**src/rtl/mem_arbiter.sv**
```systemverilog
// Three-requester single-port RAM arbiter: debug has absolute priority, fetch and
// load/store share round-robin. One access in flight; reads take an extra READ cycle.
module mem_arbiter (
   input  logic        clk,
   input  logic        rst,
   input  logic        if_req,
   input  logic [7:0]  if_addr,
   input  logic        ls_req,
   input  logic        ls_we,
   input  logic [7:0]  ls_addr,
   input  logic [15:0] ls_wdata,
   input  logic        dbg_req,
   input  logic        dbg_we,
   input  logic [7:0]  dbg_addr,
   input  logic [15:0] dbg_wdata,
   input  logic [15:0] ram_rdata,
   output logic        if_gnt,
   output logic        ls_gnt,
   output logic        dbg_gnt,
   output logic        if_rvalid,
   output logic        ls_rvalid,
   output logic        dbg_rvalid,
   output logic [15:0] rdata,
   output logic        ram_en,
   output logic        ram_we,
   output logic [7:0]  ram_addr,
   output logic [15:0] ram_wdata,
   output logic        busy
);

   typedef enum logic [1:0] {IDLE, ACCESS, READ} state_t;

   state_t      state_reg;
   logic [2:0]  owner_reg;      // one-hot {dbg, ls, if}
   logic [2:0]  gnt_reg;
   logic [2:0]  rvalid_reg;
   logic        rr_ls_reg;      // 1: ls wins an if/ls tie
   logic        ram_en_reg;
   logic        ram_we_reg;
   logic [7:0]  ram_addr_reg;
   logic [15:0] ram_wdata_reg;
   logic [15:0] rdata_reg;
   logic [2:0]  pick;

   always_comb begin
      pick = 3'b000;
      if (dbg_req)
         pick = 3'b100;
      else if (if_req && ls_req)
         pick = rr_ls_reg ? 3'b010 : 3'b001;
      else if (if_req)
         pick = 3'b001;
      else if (ls_req)
         pick = 3'b010;
   end

   always_ff @(posedge clk) begin
      if (rst) begin
         state_reg     <= IDLE;
         owner_reg     <= 3'b000;
         gnt_reg       <= 3'b000;
         rvalid_reg    <= 3'b000;
         rr_ls_reg     <= 1'b0;
         ram_en_reg    <= 1'b0;
         ram_we_reg    <= 1'b0;
         ram_addr_reg  <= 8'h00;
         ram_wdata_reg <= 16'h0000;
         rdata_reg     <= 16'h0000;
      end else begin
         gnt_reg    <= 3'b000;
         rvalid_reg <= 3'b000;
         ram_en_reg <= 1'b0;
         ram_we_reg <= 1'b0;
         case (state_reg)
            IDLE: begin
               if (pick != 3'b000) begin
                  state_reg  <= ACCESS;
                  owner_reg  <= pick;
                  gnt_reg    <= pick;
                  ram_en_reg <= 1'b1;
                  if (pick[2]) begin
                     ram_we_reg    <= dbg_we;
                     ram_addr_reg  <= dbg_addr;
                     ram_wdata_reg <= dbg_wdata;
                  end else if (pick[1]) begin
                     ram_we_reg    <= ls_we;
                     ram_addr_reg  <= ls_addr;
                     ram_wdata_reg <= ls_wdata;
                     rr_ls_reg     <= 1'b0;
                  end else begin
                     ram_we_reg    <= 1'b0;
                     ram_addr_reg  <= if_addr;
                     rr_ls_reg     <= 1'b1;
                  end
               end
            end
            ACCESS: begin
               if (ram_we_reg) begin
                  state_reg <= IDLE;
               end else begin
                  state_reg  <= READ;
                  rvalid_reg <= owner_reg;
               end
            end
            READ: begin
               rdata_reg <= ram_rdata;
               state_reg <= IDLE;
            end
            default: state_reg <= IDLE;
         endcase
      end
   end

   // The RAM's own output register supplies the data during READ; the local
   // copy keeps it visible afterwards until the next read replaces it.
   assign rdata      = (state_reg == READ) ? ram_rdata : rdata_reg;
   assign if_gnt     = gnt_reg[0];
   assign ls_gnt     = gnt_reg[1];
   assign dbg_gnt    = gnt_reg[2];
   assign if_rvalid  = rvalid_reg[0];
   assign ls_rvalid  = rvalid_reg[1];
   assign dbg_rvalid = rvalid_reg[2];
   assign ram_en     = ram_en_reg;
   assign ram_we     = ram_we_reg;
   assign ram_addr   = ram_addr_reg;
   assign ram_wdata  = ram_wdata_reg;
   assign busy       = (state_reg != IDLE);

endmodule

```
**config.mk**
```make
export PLATFORM = sky130hd
export DESIGN_NAME = mem_arbiter
export DESIGN_NICKNAME = d
export VERILOG_FILES = /design/src/rtl/mem_arbiter.sv
export SDC_FILE = /design/constraint.sdc
export NUM_CORES = 1
export LEC_CHECK = 0
export CELL_PAD_IN_SITES_DETAIL_PLACEMENT = 1
export CELL_PAD_IN_SITES_GLOBAL_PLACEMENT = 1
export CORE_MARGIN = 2
export CORE_UTILIZATION = 28
export DETAILED_ROUTE_END_ITERATION = 8
export HOLD_SLACK_MARGIN = 0.15
export PLACE_DENSITY_LB_ADDON = 0.1
export SYNTH_ARGS = -nofsm -noshare
export SYNTH_HDL_FRONTEND = slang
export SYNTH_SLANG_ARGS = --single-unit
export TNS_END_PERCENT = 10
```
**constraint.sdc**
```tcl
create_clock -name clk -period 1.6 [get_ports clk]
set_input_delay 0.24 -clock clk [delete_from_list [all_inputs] [get_ports clk]]
set_output_delay 0.24 -clock clk [all_outputs]
set_load 0.02 [all_outputs]
```
Yosys cells after proc, flatten, opt, wreduce, memory -nomap -nowiden
Index checks and enable logic that the tools add are counted.
{ "word_totals": {"wordCells": 45, "regBits": 54, "out_inout_bits": 49, "inputBits": 79} }
{ "op_classes": {"bitwise": 4, "n_eq_ne": 3, "n_mux": 17, "reduce_logical": 11} }
{ "op_table": {"columns": ["operator", "n"], "rows": [
  ["$mux 16", 3],
  ["$mux 8", 2],
  ["$mux 2", 6],
  ["$reduce_and 3->1", 2],
  ["$reduce_or 3->1", 2],
  ["$mux 1", 4],
  ["$not 1->1", 4],
  ["$pmux 2 s2", 1],
  ["$reduce_bool 2->1", 2],
  ["$mux 3", 1],
  ["$reduce_bool 3->1", 1],
  ["$eq 2x1->1 const B", 1],
  ["$eq 2x2->1 const B", 1],
  ["$logic_not 2->1", 1],
  ["$ne 2x2->1 const B", 1],
  ["$reduce_and 2->1", 1],
  ["$reduce_or 2->1", 1],
  ["$logic_and 1x1->1", 1]
]} }

Logic depth before layout (Yosys ltp)
{ "depth": {"word_depth": 7, "mapped_depth": 6, "mapped_depth_nobuf": 5} }

Worst setup path before layout
No wires, ideal clock.
{ "synth_timing": {"kind": "register to register", "from": "reg state_reg[1]", "to": "reg rdata_reg[12]", "arrival_ns": 1.294, "stages_incl_launch_ff": 6, "slack_ns": 0.178, "required_time_ns": 1.472, "period_less_slack_ns": 1.422, "n_path_buf": 2, "setup_ns": 0.128, "cell_sequence": "dfxtp_1 -> nor2b_1 -> buf_4 -> buf_6 -> mux2_4 -> nor2b_1"} }
{ "synth_between": {"elab_chain_len": 2} }
{ "synth_lines": {"columns": ["element", "line", "text"], "rows": [
  ["from (decl)", "33", "state_t state_reg;"],
  ["from (signal assigned)", "59", "state_reg <= IDLE;"],
  ["from (signal assigned)", "77", "state_reg <= ACCESS;"],
  ["from (signal assigned)", "99", "state_reg <= IDLE;"],
  ["$eq 2x2->1", null, null],
  ["$mux 16", null, null],
  ["via rdata[12]", "23", "output logic [15:0] rdata,"],
  ["to (signal assigned)", "106", "rdata_reg <= ram_rdata;"],
  ["to (decl)", "42", "logic [15:0] rdata_reg;"]
]} }
The timed path passes the listed nets, and every way through them passes these cells.
A chain may end at the register's enable or synchronous reset.

Worst setup path after layout
{ "layout_timing": {"from": "reg state_reg[1]", "to": "out rdata[7]"} }
{ "layout_between": {"elab_chain_len": 2} }
{ "layout_lines": {"columns": ["element", "line", "text"], "rows": [
  ["$eq 2x2->1", "116", "assign rdata = (state_reg == READ) ? ram_rdata : rdata_reg;"],
  ["$mux 16", null, null],
  ["to (decl)", "23", null]
]} }
No other way between the ends.

==> impl_metrics.yaml <==
status:
  outcome: "complete, but fails checks"
  violations: "negative setup slack"
grt:
  grt_max_degree: 51
  grt_overflow: 0
  grt_pass1_vias: 2174
  grt_pass1_wl_um: 11000
  antenna_found_initial: 0
  track_usage: 0.154
worst_setup_path:
  reg2reg_to: "ram_addr[3]"
  crit_path_end: "rdata[7]"
  regToRegStartpoint: "state_reg[0]"
  rrSetupSlack_ns: 0.15
  crit_fanout: 8
  cp_slowest_cell: "dfxtp_2"
  critical_path_class: "reg -> out"
  crit_family: "flip-flops"
  cp.depth: 4
  required_ns: 1.36
  path_cells: "nor2b_4 > buf_8 > mux2_4 > buf_6"
  timing.critical_path.from: "state_reg[1]"
  end_kind: "output pin"
  worstSetupStartpointType: "register"
  reg2regPathDepth: 7
  worst_path_largest_cell_delay_ns: 0.34
  cp.buffers_inverters: 2
  cp.arrival_ns: 1.45
clock_tree:
  clock_path_buffers: 2
  clock_latency_ns: 0.31
  cts_tree: "built"
  cts_hold_buf: 0
  path_clk_slew_ns: 0.10
  cts_buffers: 5
  cts_max_level: 2
  root_buffer: "clkbuf_8"
  cts_sinks: 54
yosys:
  synthAdderAreaFrac: 0
  syn_area_um2: 2340
  seq_area_frac_synth: 0.461
  synth-xor-area-share: 0
  synth_nets: 291
  synth_compound_area_frac: 0.194
  synth_simple_gate_area_frac: 0.137
  muxShareOfSynthArea: 0.161
  ys_warn_count: 0
  ys_seq_elements: 54
  synth_top_family_by_area: "compound AO/OA/AOI/OAI gates"
  synthCells: 212
  ys_types: 33
  avgSynthCellArea_um2: 11.1
placed_design:
  gp_congestion: 0.730
  placement.io_buffers: 127
  place_area_um2: 3860
  dpl.hpwl_um: 5120
  pre_cts_ws_ns: -0.328
drt:
  first_iter_violations: 81
  first_pass_iters: 6
  antenna_left: 0
  wl_per_cell_um: 15.3
  drc_errors: 0
  vias_per_cell: 4.65
  drt_wl_total_um: 6980
  num_vias: 2124
die:
  die_area_um2: 9120
  die_w_um: 95.5
  initial_utilization: 0.287
  rows: 33
  pin_count: 128
  die_h_um: 95.5
  coreArea_um2: 8180
pwr:
  max-vdd-ir-drop_mv: 0.394
  p_leak_nw: 1.57
  combPwrFrac: 0.332
  internal-power_w: 0.00239
  power_w: 0.00340
  switching_power_w: 0.00101
  power.density_nw_per_um2: 846
  clkPwrFrac: 0.225
  netSwitchingFraction: 0.298
  pwr-share-seq: 0.444
sta:
  period_minus_slack_ns: 1.69
  fin_skew_ns: 0.00544
  fin_crit_sh: 1.06
  rsz0062_at_grt: "yes"
  fmax_ghz: 0.590
  layout_setup_ws_ns: -0.0936
  tightest_slew_ns: 0.379
  whs_ns: 0.290
  finalHoldViolations: 0
  slew_viol_final: 0
  max_slew_margin: 0.746
  finalSetupViolations: 16
run:
  drv_cap: 0
worst_hold_path:
  hold_path.class: "in -> reg"
finish:
  drive_gt1_frac: 0.239
  post-route-util: 0.492
  num-nets-final: 430
  syn_to_final_growth_pct: 71.5
  fin_area_um2: 4020
  n_antenna_cell: 0
[layout make-up]
cell class | instances | area [um^2]
fill | 877 | 4160
timing repair buffer | 148 | 1530
multi-input combinational | 140 | 1180
sequential | 54 | 1080
tap | 105 | 131
clock buffer | 6 | 72.6
clock inverter | 2 | 13.8
inverter | 2 | 10.0
[cell usage in the layout, fill, tap and decap left out, types with 2 or more instances in the layout]
cell type / count
clkdlybuf4s50_1: 109
mux2i_1: 16
nand2b_1: 2
nor2_4: 2
a211oi_2: 10
nor2b_4: 2
nand2_1: 6
dfxtp_1: 53
buf_6: 16
a211oi_1: 15
and2_1: 3
buf_12: 6
buf_4: 14
a21oi_1: 19
clkbuf_8: 5
a222oi_1: 8
mux2_4: 16
nor2_1: 13
nor2b_1: 16
[metrics by stage]
step,setup TNS [ns],cells
2_1_floorplan,0,212
3_3_place_gp,-9.82,447
3_5_place_dp,-11.04,447
4_1_cts,-2.53,457
5_1_grt,-2.51,457
6_report,-1.31,457
[worst register-to-register path: stages, from the launching register on]
cell and delay (ns):
dfxtp_1 0.35, buf_4 0.15, nor2_4 0.15, inv_4 0.04, buf_4 0.17, nor2_8 0.23
nor2_1 0.08, a211oi_1 0.21
[per-layer routing]
layer  up-vias  track usage  part of all wire
met3         6       0.0435             0.063
met4         0       0.0357            0.0097
met5         -            0                 0
met1      1004        0.191              0.42
li1       1050            -                 -
met2        64        0.264              0.51
[what timing repair did]
item | in CTS | in global routing
pin swaps | 0 | 2
setup buffers | 1 | 1
setup endpoints to repair | 18 | 23
gates resized for setup | 73 | 40
gates cloned | 1 | 0
[Yosys cell counts (all sizes together)]
master / number / area [um^2]
nand2: 6 / 22.5
nor4b: 1 / 8.76
mux2: 16 / 218
inv: 2 / 10.0
mux2i: 16 / 160
nor2b: 18 / 120
a222oi: 8 / 80.1
nand2b: 2 / 12.5
o21ai: 1 / 5.00
a21oi: 19 / 95.1
a211oi: 25 / 238
dfxtp: 54 / 1080
buf: 9 / 73.8
o21bai: 1 / 18.8
and2: 3 / 18.8
a22oi: 1 / 7.51
nor4: 1 / 6.26
clkbuf: 7 / 26.3
o21ba: 1 / 10.0
nor3b: 2 / 20.0
nor2: 17 / 97.6
nor3: 2 / 15.0
[power groups by stage]
stage / clock network (W) / logic (W) / registers [W]
2_1_floorplan: 0 / 0.000438 / 0.00164
3_5_place_dp: 0 / 0.00111 / 0.00154
6_report: 0.000764 / 0.00113 / 0.00151
4_1_cts: 0.000794 / 0.00111 / 0.00151
3_3_place_gp: 0 / 0.00110 / 0.00154
5_1_grt: 0.000835 / 0.00121 / 0.00152
[how the worst min path moves through the flow]
stage | from | endpoint | slack [ns] | cells after the start
2_1_floorplan | owner_reg[0] | rvalid_reg[0] | 0.42 | 1
3_3_place_gp | owner_reg[1] | owner_reg[1] | 0.44 | 2
3_5_place_dp | owner_reg[2] | rvalid_reg[2] | 0.44 | 1
4_1_cts | rst | state_reg[1] | 0.27 | 3
5_1_grt | rst | state_reg[1] | 0.29 | 3
6_report | rst | state_reg[1] | 0.29 | 3
[logic make-up after synthesis]
kind of cell / count (synthesis)
and+or+nand+nor: 52
buffers and inverters: 18
DFF: 54
AOI/OAI and AO/OA: 56
muxes: 32
(Power assumes the default switching activity.)
